===== config.mk =====
export PLATFORM = sky130hd
export DESIGN_NAME = router_pkt_framer_flat
export DESIGN_NICKNAME = d
export VERILOG_FILES = /design/src/rtl/router_pkt_framer_if.sv /design/src/rtl/router_pkt_framer.sv /design/src/flat_wrapper.sv
export SDC_FILE = /design/constraint.sdc
export NUM_CORES = 1
export LEC_CHECK = 0
export ABC_AREA = 1
export CORE_ASPECT_RATIO = 0.7
export CORE_MARGIN = 3
export CORE_UTILIZATION = 54
export CTS_CLUSTER_SIZE = 16
export DETAILED_ROUTE_END_ITERATION = 12
export HOLD_SLACK_MARGIN = 0.15
export PLACE_DENSITY = 0.74
export SETUP_SLACK_MARGIN = 0.05
export SLEW_MARGIN = 20
export SYNTH_ARGS = -nofsm -noshare
export SYNTH_HDL_FRONTEND = slang
export SYNTH_SLANG_ARGS = --single-unit

===== constraint.sdc =====
create_clock -name clk -period 2.24 [get_ports clk]
set_input_delay 0.448 -clock clk [delete_from_list [all_inputs] [get_ports clk]]
set_output_delay 0.448 -clock clk [all_outputs]
set_load 0.01 [all_outputs]

===== src/rtl/router_pkt_framer_if.sv =====
// ---------------------------------------------------------------------------
// router_pkt_framer_if
// Purpose : groups the payload-write, packet-control and router-side signals
//           of the packet framer into one bundle.
// Signals :
//   wr_en, wr_data        payload byte load into the framer buffer
//   dest, corrupt_par     packet options sampled when a start is accepted
//   start                 request transmission of the buffered packet
//   busy                  router back-pressure, stalls byte transfers
//   pkt_valid, data_out   packet byte stream towards the router
//   count, buf_full       buffer occupancy status
//   wr_drop               one-cycle pulse for a rejected write
//   tx_active, done       transmission status / end-of-packet pulse
// Modports: master = packet source / router side, slave = the framer.
// ---------------------------------------------------------------------------
interface router_pkt_framer_if;
   logic       wr_en;
   logic [7:0] wr_data;
   logic [1:0] dest;
   logic       corrupt_par;
   logic       start;
   logic       busy;
   logic       pkt_valid;
   logic [7:0] data_out;
   logic [4:0] count;
   logic       buf_full;
   logic       wr_drop;
   logic       tx_active;
   logic       done;

   modport master (
      output wr_en, wr_data, dest, corrupt_par, start, busy,
      input  pkt_valid, data_out, count, buf_full, wr_drop, tx_active, done
   );

   modport slave (
      input  wr_en, wr_data, dest, corrupt_par, start, busy,
      output pkt_valid, data_out, count, buf_full, wr_drop, tx_active, done
   );
endinterface


===== src/rtl/router_pkt_framer.sv =====
// ---------------------------------------------------------------------------
// router_pkt_framer
// Purpose : buffers up to DEPTH payload bytes and, on start, sends a packet
//           header {len[5:0], dest[1:0]}, the payload in write order and an
//           XOR parity byte to a router that can stall with busy.
// Ports   :
//   clk    single clock, rising edge
//   rst_n  asynchronous active-low reset
//   bus    router_pkt_framer_if.slave (write, control and router signals)
// ---------------------------------------------------------------------------
module router_pkt_framer #(
   parameter int DEPTH = 16
) (
   input logic                clk,
   input logic                rst_n,
   router_pkt_framer_if.slave bus
);

   localparam int         AW   = $clog2(DEPTH);
   localparam logic [4:0] FULL = 5'(DEPTH);

   typedef enum logic [2:0] {IDLE, HDR, DATA, PAR, GAP} state_t;

   state_t     r_state;
   state_t     w_next;

   logic [7:0] r_buf [DEPTH];
   logic [4:0] r_count;
   logic [5:0] r_len;
   logic [1:0] r_dest;
   logic       r_corrupt;
   logic [7:0] r_parity;
   logic [4:0] r_idx;
   logic       r_wrDrop;

   logic       w_wrOk;
   logic       w_startOk;
   logic       w_xfer;
   logic       w_lastByte;
   logic       w_pktValid;
   logic [7:0] w_dataOut;
   logic [7:0] w_header;

   assign w_header   = {r_len, r_dest};
   assign w_wrOk     = bus.wr_en && (r_state == IDLE) && (r_count != FULL);
   assign w_startOk  = bus.start && (r_state == IDLE);
   assign w_xfer     = w_pktValid && !bus.busy;
   assign w_lastByte = ({1'b0, r_idx} == (r_len - 6'd1));

   // State register.
   always_ff @(posedge clk or negedge rst_n) begin
      if (!rst_n) begin
         r_state <= IDLE;
      end else begin
         r_state <= w_next;
      end
   end

   // Next-state and byte-stream outputs. Outputs are decoded from registered
   // state only, so with busy high nothing advances and the presented byte
   // simply holds until the router takes it.
   always_comb begin
      w_next     = r_state;
      w_pktValid = 1'b0;
      w_dataOut  = 8'h00;
      case (r_state)
         IDLE: begin
            if (bus.start) w_next = HDR;
         end
         HDR: begin
            w_pktValid = 1'b1;
            w_dataOut  = w_header;
            if (!bus.busy) w_next = (r_len == 6'd0) ? PAR : DATA;
         end
         DATA: begin
            w_pktValid = 1'b1;
            w_dataOut  = r_buf[r_idx[AW-1:0]];
            if (!bus.busy && w_lastByte) w_next = PAR;
         end
         PAR: begin
            w_pktValid = 1'b1;
            w_dataOut  = r_parity ^ {8{r_corrupt}};
            if (!bus.busy) w_next = GAP;
         end
         GAP: begin
            w_next = IDLE;
         end
         default: begin
            w_next = IDLE;
         end
      endcase
   end

   // Packet bookkeeping. A write in the same cycle as start is stored first,
   // so it is counted in len. Parity restarts at each start and folds in each
   // byte as it transfers; the buffer is emptied when the parity byte goes.
   always_ff @(posedge clk or negedge rst_n) begin
      if (!rst_n) begin
         r_count   <= 5'd0;
         r_len     <= 6'd0;
         r_dest    <= 2'd0;
         r_corrupt <= 1'b0;
         r_parity  <= 8'h00;
         r_idx     <= 5'd0;
         r_wrDrop  <= 1'b0;
      end else begin
         r_wrDrop <= bus.wr_en && !w_wrOk;
         if (w_wrOk) begin
            r_count <= r_count + 5'd1;
         end
         if (w_startOk) begin
            r_len     <= w_wrOk ? ({1'b0, r_count} + 6'd1) : {1'b0, r_count};
            r_dest    <= bus.dest;
            r_corrupt <= bus.corrupt_par;
            r_parity  <= 8'h00;
            r_idx     <= 5'd0;
         end
         if (w_xfer) begin
            case (r_state)
               HDR:  r_parity <= r_parity ^ w_header;
               DATA: begin
                  r_parity <= r_parity ^ w_dataOut;
                  r_idx    <= r_idx + 5'd1;
               end
               PAR:  r_count <= 5'd0;
               default: ;
            endcase
         end
      end
   end

   // Payload storage has no reset; count alone defines which bytes are valid.
   always_ff @(posedge clk) begin
      if (w_wrOk) begin
         r_buf[r_count[AW-1:0]] <= bus.wr_data;
      end
   end

   assign bus.pkt_valid = w_pktValid;
   assign bus.data_out  = w_dataOut;
   assign bus.count     = r_count;
   assign bus.buf_full  = (r_count == FULL);
   assign bus.wr_drop   = r_wrDrop;
   assign bus.tx_active = (r_state != IDLE);
   assign bus.done      = (r_state == GAP);

endmodule


===== src/flat_wrapper.sv =====
// flat-port wrapper written by rule: the top's interface ports become plain ports
module router_pkt_framer_flat 
#(
   parameter int DEPTH = 16
)
  (clk, rst_n, bus_wr_en, bus_wr_data, bus_dest, bus_corrupt_par, bus_start, bus_busy, bus_pkt_valid, bus_data_out, bus_count, bus_buf_full, bus_wr_drop, bus_tx_active, bus_done);
  router_pkt_framer_if bus_i ();
  input logic clk;
  input logic rst_n;
  input wire logic [$bits(bus_i.wr_en)-1:0] bus_wr_en;
  input wire logic [$bits(bus_i.wr_data)-1:0] bus_wr_data;
  input wire logic [$bits(bus_i.dest)-1:0] bus_dest;
  input wire logic [$bits(bus_i.corrupt_par)-1:0] bus_corrupt_par;
  input wire logic [$bits(bus_i.start)-1:0] bus_start;
  input wire logic [$bits(bus_i.busy)-1:0] bus_busy;
  output wire logic [$bits(bus_i.pkt_valid)-1:0] bus_pkt_valid;
  output wire logic [$bits(bus_i.data_out)-1:0] bus_data_out;
  output wire logic [$bits(bus_i.count)-1:0] bus_count;
  output wire logic [$bits(bus_i.buf_full)-1:0] bus_buf_full;
  output wire logic [$bits(bus_i.wr_drop)-1:0] bus_wr_drop;
  output wire logic [$bits(bus_i.tx_active)-1:0] bus_tx_active;
  output wire logic [$bits(bus_i.done)-1:0] bus_done;
  assign bus_i.wr_en = bus_wr_en;
  assign bus_i.wr_data = bus_wr_data;
  assign bus_i.dest = bus_dest;
  assign bus_i.corrupt_par = bus_corrupt_par;
  assign bus_i.start = bus_start;
  assign bus_i.busy = bus_busy;
  assign bus_pkt_valid = bus_i.pkt_valid;
  assign bus_data_out = bus_i.data_out;
  assign bus_count = bus_i.count;
  assign bus_buf_full = bus_i.buf_full;
  assign bus_wr_drop = bus_i.wr_drop;
  assign bus_tx_active = bus_i.tx_active;
  assign bus_done = bus_i.done;
  router_pkt_framer #(.DEPTH(DEPTH)) u_core (.clk(clk), .rst_n(rst_n), .bus(bus_i));
endmodule

==> key figures <==
Status
  – Failing checks: negative setup slack
  – Outcome: finished, violations left

Synthesis
  – Largest family of logic cells by synthesized area: simple AND/OR/NAND/NOR gates
  – Yosys reg bits: 159
  – Xor/xnor share of the synthesized area: 0.0155
  – Number of synthesized flops with an enable pin: 128
  – FFs w/ async S/R, synth: 0.195
  – Synth area leaders: edfxtp_1, dfrtp_1, nand2_1, nor2_1, o21ai_0
  – Post-synth top area cell: edfxtp_1
  – Commonest cells post-synth: nand2_1, nor2_1, edfxtp_1, inv_1, o21ai_0
  – Synth Flop Type: edfxtp_1
  – Synth Warn #: 0
  – Adder-cell share of the synthesized area: 0.0102
  – Register area share after synthesis: 0.628
  – Synth cell types: 27
  – Simple-Gate Fraction of Synth Area: 0.236
  – Multiplexer area fraction after synthesis: 0
  – Post-Syn Instances: 782
  – Syn avg cell area: 9.41 sq um
  – Post-Syn Area: 7360 sq um
  – Syn Nets: 804
  – Post-synthesis compound-gate area fraction: 0.0531
  – Most frequent cell after synthesis: nand2_1
  – Yosys top cell area share: 0.523

Timing
  – Setup WS post-layout: -0.323 ns
  – RSZ-0062 raised after global routing: yes
  – Final Setup Violations: 9
  – Slew HR: 0.443
  – Final hold viol count: 0
  – Tcrit/Tclk final: 1.14
  – Final worst path period need: 2.56 ns
  – Max Freq: 0.390 GHz
  – Worst slew pin tran: 0.833 ns
  – Max Slew Vio Count: 0
  – Clock Skew: 0.00873 ns
  – Setup TNS: -2.52 ns

Die
  – Starting Density: 0.556
  – Die height: 104 microns
  – Die W: 146 microns
  – Core area: 13200 sq um
  – Rows: 35
  – Ports: 34
  – Die area: 15100 sq um

Finish
  – Share of cells above drive strength 1: 0.216
  – Final instance area: 9560 sq um
  – Ant. Diodes: 0
  – Area grow syn2layout: 30.0%
  – Final #Nets: 921
  – Fillers: 916

Critical path
  – Most used cell, CP: nand2_1
  – Reg-to-reg setup timing slack: -0.24 ns
  – CP max stage cell: dfrtp_2
  – Origin of the critical flop-to-flop path: u_core.r_idx[0]$_DFF_PN0_
  – Worst reg2reg path depth: 19
  – FF-to-FF End: u_core.r_parity[2]$_DFF_PN0_
  – CP Max Fanout: 6
  – Setup CP Type: register to output pin
  – Worst setup path startpoint: u_core.r_idx[0]$_DFF_PN0_
  – Crit-path cells: buf_12 > buf_12 > buf_16 > nor2_4 > nor2_1 > o21ai_1 > nand3_2 > nand3_2 > nand2_1 > nand2_1 > nand2_1 > buf_2
  – CP Capture Type: output pin
  – Slowest Stage Delay on Critical Path: 0.44 ns
  – Setup crit end: bus_data_out[0]
  – Critical Path Source Type: register
  – Worst path arrival time: 2.12 ns
  – Worst path required time: 1.79 ns

Global route
  – Vias in the first global route: 5849
  – Global route overflow: 0
  – Initial antenna violation count: 0
  – First-pass GRT wire length: 33100 microns
  – Largest net degree at the start of global routing: 32
  – Total GRT Usage: 0.288

Clock network
  – Root buf cell: clkbuf_16
  – Worst skew pair latency: 0.42 ns
  – Inserted Clock Buffers: 17
  – CTS H-Tree Depth: 4
  – TritonCTS clock tree: built
  – Bufs on Longest Clock Path: 2
  – Reg clk slew, reported paths: 0.07 ns
  – Clk sink count: 159

Job
  – Max Cap Viol: 0

Placed design
  – Placer Congestion: 0.897
  – Dpl hpwl: 13100 microns
  – Placed Area: 8350 sq um
  – Port Buf Inserts: 33

Drt
  – DRC viols: 0
  – Iter 0 DRT Violations: 813
  – Top sig layer: met4
  – Vias after detailed routing: 6240
  – Mean number of vias per cell: 5.69
  – Metal3 WL: 2700 microns
  – Routed wire per std cell: 19.5 microns
  – Final WL: 21400 microns
  – Wire length on met1: 8770 microns
  – DR pass1 iterations: 8
  – Met2 wire len: 9560 microns
  – Post-route ant nets: 0

Power
  – Lkg Pwr: 0.00402 uW
  – Power Density: 1230 nW/um^2
  – Worst IR Drop VDD: 0.610 mV

Worst hold path
  – Hold crit path type: primary input to async pin
[per-layer routing]
| layer | up-vias | GRT usage |
|---|---|---|
| met1 | 2957 | 0.426 |
| li1 | 2813 | - |
| met5 | - | 0 |
| met3 | 48 | 0.0774 |
| met2 | 422 | 0.430 |
| met4 | 0 | 0.0725 |
[where the power goes]
part	switching, uW	total (uW)	internal (uW)
Sequential	209	3700	3490
Combinational	3080	5340	2260
Clock	1190	2750	1560
Total	4480	11800	7310
[cells in the final DEF (no fill, tap or decap), types with 9 or more instances in the layout]
master,n
nand2_1,185
inv_1,67
nor2_2,9
nand3_2,13
nand4_1,12
nand2_2,11
buf_12,9
buf_16,9
nor2_1,131
clkdlybuf4s50_1,21
nor2_4,15
o21ai_1,36
o21ai_0,28
nand3_1,39
dfrtp_1,30
clkbuf_16,17
edfxtp_1,128
buf_4,70
[cell type report]
type | instances | area, sq um | area share
tap | 185 | 231 | 0.0242
clock inverter | 13 | 113 | 0.0118
inverter | 74 | 285 | 0.0298
sequential | 159 | 4620 | 0.483
timing repair buffer | 128 | 1320 | 0.138
multi-input combinational | 519 | 2550 | 0.267
clock buffer | 19 | 443 | 0.0463
[how the worst min path moves through the flow]
stage                                    from                             to  cells past startpoint
global route                            rst_n   u_core.r_parity[1]$_DFF_PN0_                      2
detailed placement  u_core.r_idx[4]$_DFF_PN0_      u_core.r_idx[4]$_DFF_PN0_                      1
CTS                                     rst_n   u_core.r_parity[1]$_DFF_PN0_                      2
floorplan                               rst_n  u_core.bus.count[0]$_DFF_PN0_                      0
finish                                  rst_n   u_core.r_corrupt$_DFFE_PN0P_                      2
global placement    u_core.r_idx[4]$_DFF_PN0_      u_core.r_idx[4]$_DFF_PN0_                      1
[state kept, by name (all words and copies together), names as in the netlist]
| name | count |
|---|---|
| u_core.r_buf | 128 |
| u_core.r_parity | 8 |
| u_core.r_len | 6 |
| u_core.bus.count | 5 |
| u_core.r_idx | 5 |
| u_core.r_state | 3 |
| u_core.r_dest | 2 |
| u_core.bus.wr_drop | 1 |
| u_core.r_corrupt | 1 |
[through the flow]
step           power (uW)   util  hold slack, ns  worst slack (ns)  cells
2_1_floorplan        6150      -           0.152           -0.0821    782
3_3_place_gp         7740  0.631           0.486            -0.180   1036
3_5_place_dp         7870  0.631           0.500            -0.196   1036
4_1_cts             11600  0.723           0.431            -0.262   1101
5_1_grt             12300  0.723           0.456            -0.399   1097
6_report            11800  0.723           0.424            -0.323   1097
[kinds of logic (layout without fill, tap and decap cells)]
group | count (synthesis) | in the layout
AOI/OAI and AO/OA | 77 | 77
xor gates and xnor gates | 13 | 13
adders and majority gates | 6 | 6
buffers and inverters | 104 | 234
DFF | 159 | 159
and+or+nand+nor | 423 | 423
[critical path: cells and delay by family, from the launching register on]
family / cells / cell delay [ns]
buffers and inverters: 4 / 0.57
AND/OR/NAND/NOR: 7 / 0.60
AO/OA/AOI/OAI: 1 / 0.09
flip-flops: 1 / 0.44
[repair_timing]
| item | CTS | global route |
|---|---|---|
| pin swaps | 49 | 27 |
| cloned | 9 | 0 |
| hold buffers | 0 | 0 |
| buffers inserted | 25 | 0 |
| endpoints found under the setup margin | 12 | 10 |
| gates resized for setup | 154 | 16 |
No activity file was read; power rests on OpenSTA's default activity.
